### src/rtl/cis_dvp_tx.sv
// cis_dvp_tx
//   Parallel camera (DVP-style) transmitter. Generates pclk_o, vsync_o, href_o
//   and data_o frames from either an incoming pixel stream or an internal ramp
//   (x + y) pattern. Used to loop back into the CIS receive path and to drive
//   external display bridges.
//
// Ports
//   wb_clk_i      in   system clock, only clock in the block
//   wb_rst_i      in   synchronous active-high reset
//   start_i       in   level, high = keep transmitting frames
//   mode_i        in   0 = stream source, 1 = ramp; latched at frame start
//   pix_data_i    in   stream pixel
//   pix_valid_i   in   stream pixel valid
//   pix_ready_o   out  stream pixel taken this cycle (valid && ready)
//   pclk_o        out  free-running pixel clock, period 2*PCLK_DIV
//   vsync_o       out  frame sync, active-high
//   href_o        out  line valid during active pixels
//   data_o        out  pixel data (0 outside active pixels)
//   frame_done_o  out  one-cycle pulse at end of each frame
//   busy_o        out  frame in progress
//   underrun_o    out  sticky, stream pixel missing at an active pixel
//
// state     | meaning
// ----------+-------------------------------------------------------
// ST_IDLE   | not transmitting, video outputs held at 0
// ST_VSYNC  | last launched tick is in a vsync line (vsync_o high)
// ST_VBACK  | last launched tick is in a back-porch blank line
// ST_ACTIVE | last launched tick is in an active line
// ST_VFRONT | last launched tick is in a front-porch blank line
module cis_dvp_tx #(
   parameter int DATA_W      = 10,
   parameter int PCLK_DIV    = 2,
   parameter int H_ACTIVE    = 640,
   parameter int H_BLANK     = 160,
   parameter int VSYNC_LINES = 2,
   parameter int V_BACK      = 10,
   parameter int V_ACTIVE    = 480,
   parameter int V_FRONT     = 10
) (
   input  logic              wb_clk_i,
   input  logic              wb_rst_i,
   input  logic              start_i,
   input  logic              mode_i,
   input  logic [DATA_W-1:0] pix_data_i,
   input  logic              pix_valid_i,
   output logic              pix_ready_o,
   output logic              pclk_o,
   output logic              vsync_o,
   output logic              href_o,
   output logic [DATA_W-1:0] data_o,
   output logic              frame_done_o,
   output logic              busy_o,
   output logic              underrun_o
);

   localparam int H_TOTAL   = H_ACTIVE + H_BLANK;
   localparam int V_TOTAL   = VSYNC_LINES + V_BACK + V_ACTIVE + V_FRONT;
   localparam int V_ACT_BEG = VSYNC_LINES + V_BACK;
   localparam int V_ACT_END = V_ACT_BEG + V_ACTIVE;
   localparam int DIV_TOTAL = 2 * PCLK_DIV;
   localparam int DW        = ($clog2(DIV_TOTAL) > 0) ? $clog2(DIV_TOTAL) : 1;
   localparam int HW        = ($clog2(H_TOTAL) > 0) ? $clog2(H_TOTAL) : 1;
   localparam int VW        = ($clog2(V_TOTAL) > 0) ? $clog2(V_TOTAL) : 1;

   localparam logic [DW-1:0] DIV_LAST  = DW'(DIV_TOTAL - 1);
   localparam logic [DW-1:0] DIV_HALF  = DW'(PCLK_DIV);
   localparam logic [HW-1:0] H_LAST    = HW'(H_TOTAL - 1);
   localparam logic [HW-1:0] H_ACT_C   = HW'(H_ACTIVE);
   localparam logic [VW-1:0] V_LAST    = VW'(V_TOTAL - 1);
   localparam logic [VW-1:0] V_VS_END  = VW'(VSYNC_LINES);
   localparam logic [VW-1:0] V_ACT_B_C = VW'(V_ACT_BEG);
   localparam logic [VW-1:0] V_ACT_E_C = VW'(V_ACT_END);

   localparam logic [2:0] ST_IDLE   = 3'd0;
   localparam logic [2:0] ST_VSYNC  = 3'd1;
   localparam logic [2:0] ST_VBACK  = 3'd2;
   localparam logic [2:0] ST_ACTIVE = 3'd3;
   localparam logic [2:0] ST_VFRONT = 3'd4;

   // h_cnt/v_cnt point at the next tick to be launched, so everything that
   // goes out on a launch edge is decoded straight from the current counts.
   logic [DW-1:0]     div_cnt;
   logic [HW-1:0]     h_cnt;
   logic [VW-1:0]     v_cnt;
   logic [2:0]        state;
   logic [2:0]        tick_st;
   logic              mode_q;
   logic              launch;
   logic              at_origin;
   logic              emit;
   logic              pix_act;
   logic [DATA_W-1:0] ramp_pix;

   always_comb begin
      tick_st = ST_VFRONT;
      if (v_cnt < V_VS_END)
         tick_st = ST_VSYNC;
      else if (v_cnt < V_ACT_B_C)
         tick_st = ST_VBACK;
      else if (v_cnt < V_ACT_E_C)
         tick_st = ST_ACTIVE;
   end

   assign launch    = (div_cnt == DIV_LAST);
   assign at_origin = (h_cnt == '0) && (v_cnt == '0);
   // Counters sit at the origin both in IDLE and right after the last tick of
   // a frame; there start_i decides whether another frame begins.
   assign emit      = launch && (start_i || ((state != ST_IDLE) && !at_origin));
   assign pix_act   = (tick_st == ST_ACTIVE) && (h_cnt < H_ACT_C);
   assign ramp_pix  = DATA_W'(h_cnt) + DATA_W'(v_cnt - V_ACT_B_C);

   // The origin tick is a vsync tick, so mode_q is always the latched mode
   // whenever pix_act is true.
   assign pix_ready_o = emit && pix_act && !mode_q && !wb_rst_i;
   assign pclk_o      = (div_cnt >= DIV_HALF);
   assign busy_o      = (state != ST_IDLE);

   always_ff @(posedge wb_clk_i) begin
      if (wb_rst_i) begin
         div_cnt      <= '0;
         h_cnt        <= '0;
         v_cnt        <= '0;
         state        <= ST_IDLE;
         mode_q       <= 1'b0;
         vsync_o      <= 1'b0;
         href_o       <= 1'b0;
         data_o       <= '0;
         frame_done_o <= 1'b0;
         underrun_o   <= 1'b0;
      end else begin
         frame_done_o <= 1'b0;
         div_cnt      <= launch ? '0 : div_cnt + 1'b1;
         if (launch) begin
            frame_done_o <= (state != ST_IDLE) && at_origin;
            state        <= emit ? tick_st : ST_IDLE;
            if (emit) begin
               if (at_origin) begin
                  mode_q <= mode_i;
                  if (state == ST_IDLE)
                     underrun_o <= 1'b0;
               end
               if (h_cnt == H_LAST) begin
                  h_cnt <= '0;
                  v_cnt <= (v_cnt == V_LAST) ? '0 : v_cnt + 1'b1;
               end else begin
                  h_cnt <= h_cnt + 1'b1;
               end
               vsync_o <= (tick_st == ST_VSYNC);
               href_o  <= pix_act;
               if (!pix_act)
                  data_o <= '0;
               else if (mode_q)
                  data_o <= ramp_pix;
               else if (pix_valid_i)
                  data_o <= pix_data_i;
               else begin
                  // Missing pixel: send 0, keep line timing, flag it.
                  data_o     <= '0;
                  underrun_o <= 1'b1;
               end
            end else begin
               vsync_o <= 1'b0;
               href_o  <= 1'b0;
               data_o  <= '0;
            end
         end
      end
   end

endmodule

### config.mk
export PLATFORM = sky130hd
export DESIGN_NAME = cis_dvp_tx
export DESIGN_NICKNAME = d
export VERILOG_FILES = /design/src/rtl/cis_dvp_tx.sv
export SDC_FILE = /design/constraint.sdc
export NUM_CORES = 1
export LEC_CHECK = 0
export BUFFER_PORTS_ARGS = -buffer_cell sky130_fd_sc_hd__buf_2
export CORE_ASPECT_RATIO = 0.6
export CORE_MARGIN = 4
export CORE_UTILIZATION = 60
export CTS_CLUSTER_DIAMETER = 60
export DETAILED_ROUTE_END_ITERATION = 6
export PLACE_DENSITY = 0.81
export SYNTH_ARGS = -nofsm -noshare
export SYNTH_HDL_FRONTEND = slang
export SYNTH_SLANG_ARGS = --single-unit
export TNS_END_PERCENT = 5
### constraint.sdc
create_clock -name wb_clk_i -period 5.8 [get_ports wb_clk_i]
set_clock_uncertainty 0.2 [all_clocks]
set_input_delay 0.29 -clock wb_clk_i [delete_from_list [all_inputs] [get_ports wb_clk_i]]
set_output_delay 0.29 -clock wb_clk_i [all_outputs]
set_load 0.05 [all_outputs]
**Word level (Yosys, flattened, before mapping)**

Index checks and enable logic that the tools add are counted.
Widths: inputs -> output; s select.

- Bitwise gates (word level): 1
- $mul: 0
- $add $sub $neg: 5
- Divide/modulo/power cells: 0
- $lt $le $gt $ge: 5
- Equality and inequality tests: 5
- Muxes and demuxes: 17
- Reductions and logical operators: 21
- Shifts and indexed selects: 0

Operators by type and width:

| cell | number |
|---|---|
| $mux 10 | 5 |
| $mux 3 | 4 |
| $add 10x1->10 const B | 1 |
| $add 10x10->10 | 1 |
| $eq 10x10->1 const B | 1 |
| $logic_not 10->1 | 1 |
| $lt 10x10->1 const B | 1 |
| $sub 9x4->10 const B | 1 |
| $add 9x1->9 const B | 1 |
| $eq 9x9->1 const B | 1 |
| $logic_not 9->1 | 1 |
| $lt 9x2->1 const B | 1 |
| $lt 9x4->1 const B | 1 |
| $lt 9x9->1 const B | 1 |
| $mux 9 | 1 |
| $logic_and 1x1->1 | 8 |
| $mux 1 | 7 |
| $reduce_and 3->1 | 2 |
| $reduce_or 2->1 | 2 |
| $eq 3x1->1 const B | 1 |
| $eq 3x2->1 const B | 1 |
| $logic_not 1->1 | 3 |
| $logic_not 3->1 | 1 |
| $reduce_bool 3->1 | 1 |
| other kinds (6) | 6 |

- Flip-flop bits (word level): 39
- Logic and storage cells: 64
- Latch bits: 0
- Input bits: 15
- Memories kept: 0
- RAM bits: 0
- Output and inout bits: 17
- Memory bits (read-only): 0

**Depth between registers and ports, before layout**

Gate-level depths: netlist (run 1).

- Depth after elaboration: 9
- Mapped depth: 11
- Depth with buffers taken out: 10

**Least setup slack after synthesis (run 1)**

OpenSTA, ideal clock, no wires.

- Kind: flip-flop to output port
- Start point: register state[0]
- End point: output port pix_ready_o
- Path slack: 3.002 ns
- Stages on the path, launching flop included: 7
- Data arrival time: 2.308 ns
- Buffers on the path: 1
- Cells stage by stage: dfxtp_1 or3_1 o21ai_0 a21o_1 or2_2 buf_4 nor2_1

- Word-level cells in the longest chain between the ends: 7

RTL lines:

| what | line | text |
|---|---|---|
| start, declared | 85 | `logic [2:0] state;` |
| start signal, assigned | 135 | `state <= emit ? tick_st : ST_IDLE;` |
| $reduce_bool 3->1 | n/a |  |
| via busy_o | 52 | `output logic busy_o,` |
| $logic_and 1x1->1 | 108 | `assign emit = launch && (start_i \|\| ((state != ST_IDLE) && !at_origin));` |
| $logic_or 1x1->1 | 108 |  |
| $logic_and 1x1->1 | 108 |  |
| $logic_and 1x1->1 (3 in series) | 114 | `assign pix_ready_o = emit && pix_act && !mode_q && !wb_rst_i;` |
| end, declared | 46 | `output logic pix_ready_o,` |

The timed path passes the listed nets, and every way through them passes these cells.

**Final worst setup path (run 1)**

- Start point: register h_cnt[0]
- End point: output port pix_ready_o

- Word-level cells in the longest chain between the ends: 9
- Elaborated cells on any way between the ends: 11

RTL lines:

| what | line | text |
|---|---|---|
| start, declared | 83 | `logic [HW-1:0] h_cnt;` |
| start signal, assigned | 146 | `h_cnt <= h_cnt + 1'b1;` |
| branches (longest 6 deep; another with $lt 10x10->1) | n/a |  |
| $logic_and 1x1->1 * (3 in series) | 114 |  |

Mark *: on every way between the ends.

==> results of run 1 <==
-- worst min-delay path, stage by stage --
cell and delay [ns]:
buf_2 0.08, mux2i_1 0.05, nor2_1 0.08
-- layer usage --
| metal | global-route usage (%) | wire, um | vias to the layer above |
|---|---|---|---|
| met4 | 6.75 | 63 | 0 |
| met5 | 0 | 0 | - |
| met1 | 37.1 | 3120 | 997 |
| met3 | 6.19 | 446 | 9 |
| li1 | - | - | 1087 |
| met2 | 30.8 | 2210 | 81 |
-- area by class of cell --
class                   count  area (um2)  area share, %
flip-flops and latches     39         781           28.8
well taps                  47        58.8           2.17
repair buffers             32         165           6.10
clock inverters             2        35.0           1.29
inverters                  33         124           4.57
multi-input cells         211        1460           54.0
clock buffers               6        82.6           3.05
-- logic make-up (layout without fill, tap and decap cells) --
logic type	after synthesis	count (layout)	synth area share [%]
flip-flops	39	39	32.3
multiplexers	2	2	0.881
adder cells (fa/ha/maj)	25	25	13.3
AND/OR/NAND/NOR	103	103	22.7
buffers and inverters	41	73	7.15
XOR/XNOR	16	16	5.80
AO/OA/AOI/OAI	65	65	17.9
-- sequential cells by signal, summed over array words and instances (netlist names) --
| register | count |
|---|---|
| data_o | 10 |
| div_cnt | 2 |
| frame_done_o | 1 |
| h_cnt | 10 |
| href_o | 1 |
| mode_q | 1 |
| state | 3 |
| underrun_o | 1 |
| v_cnt | 9 |
| vsync_o | 1 |
-- how the worst min path moves through the flow --
stage | startpoint | endpoint | slack (ns)
after CTS | mode_i | mode_q | 0.03
after floorplan | pix_valid_i | underrun_o | 0.19
after global routing | mode_i | mode_q | 0.06
after detailed placement | data_o[5] | data_o[5] | 0.24
final | mode_i | mode_q | 0.03
after global placement | data_o[5] | data_o[5] | 0.23
-- layout by cell type (no fill, tap or decap), types with 4 or more instances in the layout --
cell type,count
dfxtp_1,39
inv_1,33
buf_2,31
nor2_1,26
o21ai_0,25
ha_1,24
nand2_1,18
nand3_1,12
xnor2_1,12
nand4_1,11
a21oi_1,9
nor3_1,9
a22oi_1,6
clkbuf_8,6
or3_1,5
xor2_1,4
-- metrics by stage --
stage               power, mW  area (um2)  hold slack, ns  setup slack (ns)  util [%]
floorplan               0.305        2410           0.190              3.00         -
finish                  0.550        2710          0.0314              2.74      71.9
CTS                     0.551        2710          0.0252              2.75      71.9
global route            0.571        2710          0.0551              2.60      71.9
detailed placement      0.316        2580           0.241              3.09      68.5
global placement        0.316        2580           0.231              3.15      68.5
-- power groups by stage --
stage          Combinational [mW]  Sequential, mW  Clock (mW)
5_1_grt                    0.0427           0.273       0.256
2_1_floorplan              0.0266           0.278           0
3_5_place_dp               0.0374           0.279           0
6_report                   0.0383           0.272       0.239
4_1_cts                    0.0380           0.272       0.241
3_3_place_gp               0.0373           0.279           0
==> reports/metrics.csv, run 1 <==
metric,value,unit
"CTS clk-pin slew, worst paths",0.08,ns
DR vias/cell,5.88,
Worst-Margin Slew,0.898,ns
"Avg Cell Area, Syn",8.30,um2
status,"finished, final reports clean",
"Top FF cell, synth",dfxtp_1,
Rows,17,
TritonCTS buffer count,5,
worst hold stages,3,
vias in the first global route,1935,
Synth Cell Area,2410,um2
most numerous cell in the Yosys netlist,dfxtp_1,
Post-Syn Nets,331,
Setup CP Type,flip-flop to output port,
dpl cells,361,
"non-filler cells, final",370,
Setup crit end,pix_ready_o,
Comb power frac,7.0,%
DPL Wire Length,4580,um
synth cell count leaders,"39 x dfxtp_1, 33 x inv_1, 26 x nor2_1",
post-CTS setup buffer count,0,
distinct cell type count after synthesis,51,
Nets,362,
post_cts resized,0,
Sw Ratio,23.2,%
Skew-Pair Late Insertion Delay,0.30,ns
RSZ-0062 raised after global routing,false,
Startpoint Class,flip-flop,
RR Startpoint,v_cnt[2],
Worst Setup SP,h_cnt[0],
layout cell share with drive strength beyond 1,15.8,%
Clock Path Buffers,2,
Routed Antenna Nets,0,
Worst Path Required,5.31,ns
fin crit share,52.7,%
height of the die,57.1,um
IO Count,32,
cell count after synthesis,291,
Internal,423,uW
# H-tree levels,2,
Critical R2R Capture,data_o[8],
Final GP Congestion,0.983,
Final Hold Vio Count,0,
Yosys top cell by area,dfxtp_1,
crit path buf inv count,2,
P_leak,1.16,nW
hold crit path type,primary input to flip-flop,
Worst IR Drop VDD,0.126,mV
Power Density,203,nW/um2
DR iter-0 viols,190,
"EDFF count, synth",0,
CP max stage cell,or4bb_1,
clock power share,43.5,%
Synth Register Bits,39,
Slew Limit Fails,0,
CTS Hold Bufs,1,
yosys warns,0,
Port Buffer Count,31,
CTS Root Cell,clkbuf_8,
Synth area leaders,"dfxtp_1 32%, ha_1 12%, o21ai_0 5.2%",
max incr delay on CP,0.55,ns
Filler cells,292,
Period minus WS final,3.06,ns
largest net degree at the start of global routing,20,
R2R setup slack,3.06,ns
synth-to-layout area growth,12.1,%
final WL,5830,um
die footprint,5140,um2
worst rel slew slack,39.9,%
Pre-antenna DRT Iters,5,
"Seq/Total Area, Yosys",32.3,%
Max Fclk,327,MHz
"CP delay by family, top",simple AND/OR/NAND/NOR gates,
Avg WL per Cell,15.8,um
initial antenna violation count,0,
GR Overflow Total,0,
crit path max fanout,12,
crit-path cells,inv_1 -> ha_1 -> or4bb_1 -> nor4_4 -> a21o_1 -> or2_2 -> nor2_1 -> buf_2,
Worst Setup End Kind,output port,
Final setup viols,0,
fraction of registers with async set/reset,0,%
total core area,3760,um2
sequential power share,49.5,%
gr usage total,23.6,%
Crit path arrival time,2.57,ns
global-route wire length before repair,9740,um
Worst Reg-to-Reg Cells,10,
DRC viols,0,
die width,89.9,um
CTS Sinks,39,
n_diodes,0,
Yosys top cell area share,32.3,%
Max-Cap Viols,0,
setup TNS,0,ns
vias,2174,
Crit path depth,8,
Initial Util,64.1,%
CTS tree,yes,
NetSw,127,uW
No activity file was read; power rests on OpenSTA's default activity.
==> run 2, diff against run 1 <==
--- a/config.mk
+++ b/config.mk
@@ -5,13 +5,14 @@
 export SDC_FILE = /design/constraint.sdc
 export NUM_CORES = 1
 export LEC_CHECK = 0
+export ABC_AREA = 1
 export BUFFER_PORTS_ARGS = -buffer_cell sky130_fd_sc_hd__buf_2
 export CORE_ASPECT_RATIO = 0.6
 export CORE_MARGIN = 4
-export CORE_UTILIZATION = 60
+export CORE_UTILIZATION = 53
 export CTS_CLUSTER_DIAMETER = 60
 export DETAILED_ROUTE_END_ITERATION = 6
-export PLACE_DENSITY = 0.81
+export PLACE_DENSITY = 0.74
 export SYNTH_ARGS = -nofsm -noshare
 export SYNTH_HDL_FRONTEND = slang
 export SYNTH_SLANG_ARGS = --single-unit
==> constraint.sdc (replaced) <==
create_clock -name wb_clk_i -period 2.61 [get_ports wb_clk_i]
set_clock_uncertainty 0.2 [all_clocks]
set_input_delay 0.1305 -clock wb_clk_i [delete_from_list [all_inputs] [get_ports wb_clk_i]]
set_output_delay 0.1305 -clock wb_clk_i [all_outputs]
set_load 0.05 [all_outputs]
==> run 2 against run 1 <==
Combinational power rose to 3.4 times the previous value. Largest power group unchanged. Critical path type unchanged. Setup slack got worse by 2.6 ns. Global-route usage up 1.4 points. Final cell count increased by 45%. Largest cell class unchanged.
==> reports/metrics.csv, run 2 <==
metric,value,unit,change
Synth Cell Area,2790,um2,was 2410 um2
"Top FF cell, synth",dfxtp_1,,unchanged
crit-path cells,inv_1 -> ha_1 -> nand2_1 -> nor2_1 -> nand3_2 -> nand2_2 -> nand2_4 -> nand2_4 -> inv_2 -> nand2_2 -> nor2_1 -> buf_2,,was inv_1 -> ha_1 -> or4bb_1 -> nor4_4 -> a21o_1 -> or2_2 -> nor2_1 -> buf_2
Startpoint Class,flip-flop,,unchanged
Crit path arrival time,2.15,ns,was 2.57 ns
layout cell share with drive strength beyond 1,15.1,%,was 15.8%
fin crit share,94.9,%,
GR Overflow Total,0,,unchanged
Filler cells,471,,was 292
met2 WL,3150,um,was 2210 um
fraction of registers with async set/reset,0,%,unchanged
CTS Root Cell,clkbuf_8,,unchanged
status,"finished, final reports clean",,unchanged
Rows,20,,was 17
Yosys top cell area share,28.0,%,was 32.3%
n_diodes,0,,unchanged
synth-to-layout area growth,16.1,%,was 12.1%
max incr delay on CP,0.47,ns,was 0.55 ns
CTS tree,yes,,unchanged
Worst Setup End Kind,output port,,unchanged
DPL Wire Length,5880,um,was 4580 um
die footprint,6530,um2,was 5140 um2
Yosys top cell by area,dfxtp_1,,unchanged
post-CTS setup buffer count,0,,unchanged
"EDFF count, synth",0,,unchanged
"Seq/Total Area, Yosys",28.0,%,was 32.3%
TritonCTS buffer count,5,,unchanged
cell count after synthesis,424,,was 291
global-route wire length before repair,12900,um,was 9740 um
Skew-Pair Late Insertion Delay,0.29,ns,was 0.30 ns
Final GP Congestion,0.938,,was 0.983
Max Fclk,404,MHz,
vias,2930,,"was 2,174"
Post-Syn Nets,464,,was 331
Routed Antenna Nets,0,,unchanged
P_leak,1.57,nW,was 1.16 nW
Slew Limit Fails,0,,unchanged
DR vias/cell,5.47,,was 5.88
worst rel slew slack,65.5,%,was 39.9%
height of the die,64.2,um,was 57.1 um
Placement Setup Slack,0.249,ns,was 3.09 ns
Synth area leaders,"dfxtp_1 28%, nand2_1 17%, ha_1 11%",,"was dfxtp_1 32%, ha_1 12%, o21ai_0 5.2%"
Worst Path Required,2.28,ns,was 5.31 ns
total core area,5080,um2,was 3760 um2
CTS Sinks,39,,unchanged
gr usage total,25.0,%,was 23.6%
Port Buffer Count,31,,unchanged
die width,102,um,was 89.9 um
Max-Cap Viols,0,,unchanged
setup TNS,0,ns,unchanged
Power Density,389,nW/um2,was 203 nW/um2
Setup CP Type,flip-flop to output port,,unchanged
"most common cell after layout, fill and taps aside",nand2_1,,was dfxtp_1
Worst IR Drop VDD,0.194,mV,was 0.126 mV
most numerous cell in the Yosys netlist,nand2_1,,was dfxtp_1
initial antenna violation count,0,,unchanged
vias in the first global route,2612,,"was 1,935"
Final Hold Vio Count,0,,unchanged
Final setup viols,0,,unchanged
RSZ-0062 raised after global routing,false,,unchanged
DR iter-0 viols,257,,was 190
DRC viols,0,,unchanged
Max Used Layer,met4,,unchanged
most frequent cells in the layout,"124 x nand2_1, 49 x inv_1, 39 x dfxtp_1",,"was 39 x dfxtp_1, 33 x inv_1, 31 x buf_2"
Pre-antenna DRT Iters,5,,unchanged
Synth Register Bits,39,,unchanged
CP max stage cell,dfxtp_1,,was or4bb_1
largest net degree at the start of global routing,23,,was 20
Clock Path Buffers,2,,unchanged
distinct cell type count after synthesis,31,,was 51
"Avg Cell Area, Syn",6.58,um2,was 8.30 um2
wl on met1,3780,um,was 3120 um
# H-tree levels,2,,unchanged
Initial Util,55.0,%,was 64.1%
Nets,509,,was 362
"CTS clk-pin slew, worst paths",0.09,ns,was 0.08 ns
hold crit path type,primary input to flip-flop,,unchanged
yosys warns,0,,unchanged
crit path max fanout,5,,was 12
synth cell count leaders,"124 x nand2_1, 49 x inv_1, 39 x dfxtp_1",,"was 39 x dfxtp_1, 33 x inv_1, 26 x nor2_1"
IO Count,32,,unchanged
final WL,7790,um,was 5830 um
Avg WL per Cell,14.5,um,was 15.8 um
Final WS setup,0.134,ns,was 2.74 ns
Period minus WS final,2.48,ns,
met3 WL post-DR,801,um,was 446 um
Worst-Margin Slew,0.513,ns,was 0.898 ns
Largest regs,"data_o: 10 flops, h_cnt: 10 flops, v_cnt: 9 flops",,unchanged
==> run 2: worst paths after layout <==
kind	to	depth (start not counted)	slack, ns	startpoint
worst max-delay path	pix_ready_o	12	0.13	v_cnt[0]
worst min-delay path	data_o[2]	4	0.01	pix_data_i[2]
worst max register to register	data_o[7]	11	0.23	h_cnt[1]
worst min register to register	href_o	2	0.26	href_o
==> run 2: power breakdown <==
| part | leakage [nW] | switching, mW | internal, mW |
|---|---|---|---|
| sequential | 0.315 | 0.00715 | 0.602 |
| clock | 0.0581 | 0.237 | 0.285 |
| combinational | 1.20 | 0.0832 | 0.0458 |
==> run 2: stage by stage <==
stage	total power, mW	area (um2)	cells	util, %	hold slack [ns]
3_5_place_dp	0.740	3040	519	59.8	0.164
6_report	1.26	3240	536	63.8	0.0112
3_3_place_gp	0.737	3040	519	59.8	0.144
5_1_grt	1.31	3240	536	63.8	0.0218
2_1_floorplan	0.703	2790	424	-	0.0543
4_1_cts	1.27	3240	536	63.8	0.00522
==> run 2: routing by layer <==
layer / vias up / track usage (%)
li1: 1462 / -
met5: - / 0
met4: 0 / 4.98
met2: 121 / 33.8
met3: 8 / 6.98
met1: 1339 / 38.7
==> run 2: what timing repair did <==
| action | in CTS | in global routing |
|---|---|---|
| hold buffers | 9 | 0 |
| resized for setup | 0 | 0 |
| hold endpoints to repair | 8 | 0 |
==> run 2: logic make-up (layout without fill, tap and decap cells) <==
group / after synthesis / count (layout) / share of synthesized area [%]
AO/OA/AOI/OAI: 48 / 48 / 9.01
AND/OR/NAND/NOR: 232 / 232 / 37.6
flip-flops: 39 / 39 / 28.0
buffers and inverters: 68 / 114 / 10.2
XOR/XNOR: 12 / 12 / 3.77
adder cells (fa/ha/maj): 25 / 25 / 11.5
==> run 2: cell type report <==
type | instances | area (um2) | share of cell area, %
timing repair buffer | 52 | 335 | 10.3
sequential | 39 | 781 | 24.1
clock inverter | 3 | 43.8 | 1.35
clock buffer | 5 | 68.8 | 2.12
inverter | 54 | 203 | 6.25
tap | 66 | 82.6 | 2.55
multi-input combinational | 317 | 1730 | 53.3
==> run 2: critical path: cells and delay by family (launching register included) <==
kind	cells	cell delay, ns
fa+ha+maj	1	0.25
flops	1	0.47
buf+inv	3	0.48
simple gates	8	0.64
==> run 3, diff against run 2 <==
--- a/config.mk
+++ b/config.mk
@@ -7,12 +7,14 @@
 export LEC_CHECK = 0
 export ABC_AREA = 1
 export BUFFER_PORTS_ARGS = -buffer_cell sky130_fd_sc_hd__buf_2
+export CAP_MARGIN = 20
 export CORE_ASPECT_RATIO = 0.6
 export CORE_MARGIN = 4
 export CORE_UTILIZATION = 53
 export CTS_CLUSTER_DIAMETER = 60
 export DETAILED_ROUTE_END_ITERATION = 6
 export PLACE_DENSITY = 0.74
+export SETUP_SLACK_MARGIN = 0.4
 export SYNTH_ARGS = -nofsm -noshare
 export SYNTH_HDL_FRONTEND = slang
 export SYNTH_SLANG_ARGS = --single-unit
==> constraint.sdc (replaced) <==
create_clock -name wb_clk_i -period 2.1 [get_ports wb_clk_i]
set_clock_uncertainty 0.2 [all_clocks]
set_input_delay 0.105 -clock wb_clk_i [delete_from_list [all_inputs] [get_ports wb_clk_i]]
set_output_delay 0.105 -clock wb_clk_i [all_outputs]
set_load 0.05 [all_outputs]
==> run 3 against run 2 <==
The run now ends with design-rule violations, negative setup slack left. Highest routed layer unchanged. Combinational power up 45%. Hold slack better by 0.037 ns. Largest power group unchanged. Clock-buffer cell count unchanged. Largest cell class unchanged.
==> reports/metrics.csv, run 3 (synthesis gave the netlist of run 2 again) <==
metric,value,unit,change
final WL,8300,um,was 7790 um
Filler cells,395,,was 471
most frequent cells in the layout,"122 x nand2_1, 45 x inv_1, 38 x buf_4",,"was 124 x nand2_1, 49 x inv_1, 39 x dfxtp_1"
largest net degree at the start of global routing,23,,unchanged
crit path max fanout,6,,was 5
Largest regs,"data_o: 10 flops, h_cnt: 10 flops, v_cnt: 9 flops",,unchanged
Worst Setup End Kind,output port,,unchanged
gr usage total,26.5,%,was 25.0%
height of the die,64.2,um,unchanged
dpl cells,543,,was 519
crit-path cells,buf_6 -> inv_1 -> ha_2 -> nand2_1 -> nor2_2 -> nand3_2 -> nand2_4 -> nand2_8 -> nand2_4 -> inv_4 -> nand2_2 -> nor2_2 -> buf_6,,was inv_1 -> ha_1 -> nand2_1 -> nor2_1 -> nand3_2 -> nand2_2 -> nand2_4 -> nand2_4 -> inv_2 -> nand2_2 -> nor2_1 -> buf_2
P_leak,1.75,nW,was 1.57 nW
Routed Antenna Nets,0,,unchanged
Setup CP Type,flip-flop to output port,,unchanged
hold crit path type,primary input to flip-flop,,unchanged
fin crit share,102,%,
n_diodes,0,,unchanged
Worst Path Required,1.79,ns,was 2.28 ns
RSZ-0062 raised after global routing,true,,was false
vias in the first global route,2886,,"was 2,612"
TritonCTS buffer count,5,,unchanged
total core area,5080,um2,unchanged
initial antenna violation count,0,,unchanged
CP max stage cell,dfxtp_2,,was dfxtp_1
max incr delay on CP,0.35,ns,was 0.47 ns
Clock Path Buffers,2,,unchanged
"non-filler cells, final",569,,was 536
DR iter-0 viols,167,,was 257
synth-to-layout area growth,32.6,%,was 16.1%
Max Fclk,466,MHz,
Final GP Congestion,0.919,,was 0.938
"CTS clk-pin slew, worst paths",0.09,ns,about the same
Nets,542,,was 509
CTS tree,yes,,unchanged
Max-Cap Viols,0,,unchanged
Startpoint Class,flip-flop,,unchanged
die width,102,um,unchanged
Final Hold Vio Count,0,,unchanged
total power,1.59,mW,was 1.26 mW
DPL Wire Length,5800,um,was 5880 um
Period minus WS final,2.15,ns,
Pre-antenna DRT Iters,7,,was 5
# H-tree levels,2,,unchanged
Rows,20,,unchanged
GR Overflow Total,0,,unchanged
worst rel slew slack,66.1,%,was 65.5%
vias,3013,,"was 2,930"
crit path buf inv count,4,,was 3
failing checks,"design-rule violations, negative setup slack",,
Power Density,429,nW/um2,was 389 nW/um2
Final setup viols,3,,was 0
Initial Util,55.0,%,unchanged
Port Buffer Count,31,,unchanged
Worst-Margin Slew,0.508,ns,was 0.513 ns
Skew-Pair Late Insertion Delay,0.29,ns,about the same
Final WS setup,-0.0478,ns,was 0.134 ns
DRC viols,2,,was 0
Avg WL per Cell,14.6,um,was 14.5 um
die footprint,6530,um2,unchanged
Placement Setup Slack,-0.0849,ns,was 0.249 ns
status,finished with violations,,"was finished, final reports clean"
"CP delay by family, top",simple AND/OR/NAND/NOR gates,,unchanged
CTS Root Cell,clkbuf_8,,unchanged
Worst IR Drop VDD,0.223,mV,was 0.194 mV
Slew Limit Fails,0,,unchanged
Crit path arrival time,1.84,ns,was 2.15 ns
global-route wire length before repair,13700,um,"was 12,900 um"
CTS Sinks,39,,unchanged
"most common cell after layout, fill and taps aside",nand2_1,,unchanged
DR vias/cell,5.30,,was 5.47
IO Count,32,,unchanged
layout cell share with drive strength beyond 1,27.0,%,was 15.1%
==> run 3: changes by cell type in the layout (fill, tap and decap cells not counted), sizes merged <==
cell,delta
buf,+30
dlygate4sd3,+3
==> run 3: path summary, 6_finish.rpt <==
path,start,endpoint,slack (ns),cells after the start
worst max-delay path,h_cnt[0],pix_ready_o,-0.05,13
worst min register to register,div_cnt[0],div_cnt[0],0.25,1
worst min-delay path,wb_rst_i,v_cnt[1],0.05,2
worst max register to register,v_cnt[1],data_o[9],-0.02,11
==> run 3: timing repair <==
action	in CTS	in global routing
hold buffers	12	0
buffers inserted	3	2
gates resized for setup	25	20
hold endpoints to repair	12	0
pin swaps	5	4
endpoints found under the setup margin	39	40
==> run 3: cell type report <==
type / instances / area [um2] / share of cell area, %
multi-input combinational: 317 / 1900 / 51.2
clock inverter: 3 / 43.8 / 1.18
timing repair buffer: 85 / 612 / 16.5
tap: 66 / 82.6 / 2.23
sequential: 39 / 791 / 21.4
inverter: 54 / 208 / 5.61
clock buffer: 5 / 68.8 / 1.86
==> run 3: worst reg2reg max path, delay by kind of cell, from the launching register on <==
kind | cells | cell delay, ns
adder cells (fa/ha/maj) | 3 | 0.74
AND/OR/NAND/NOR | 6 | 0.62
flip-flops | 1 | 0.34
AO/OA/AOI/OAI | 1 | 0.07
buffers and inverters | 1 | 0.04
==> run 3: report_power, final <==
group | leakage [nW] | internal, mW | switching (mW)
combinational | 1.37 | 0.0728 | 0.114
clock | 0.0581 | 0.354 | 0.293
sequential | 0.319 | 0.748 | 0.00762
==> run 3: metrics by stage <==
step	TNS [ns]	util (%)	hold slack, ns	cell area, um2
after floorplan	0	-	0.0288	2810
after global placement	-0.0174	63.7	0.121	3240
after detailed placement	-0.174	63.7	0.128	3240
after CTS	-0.126	71.0	0.0258	3610
after global routing	-0.609	72.9	0.0691	3700
final	-0.0772	72.9	0.0480	3700
==> run 3: metal layers <==
layer | routed length, um | global-route usage [%] | up-vias
met2 | 3620 | 40.8 | 119
met4 | 93 | 5.47 | 0
met5 | 0 | 0 | -
met1 | 3840 | 37.8 | 1363
met3 | 740 | 5.89 | 10
li1 | - | - | 1521
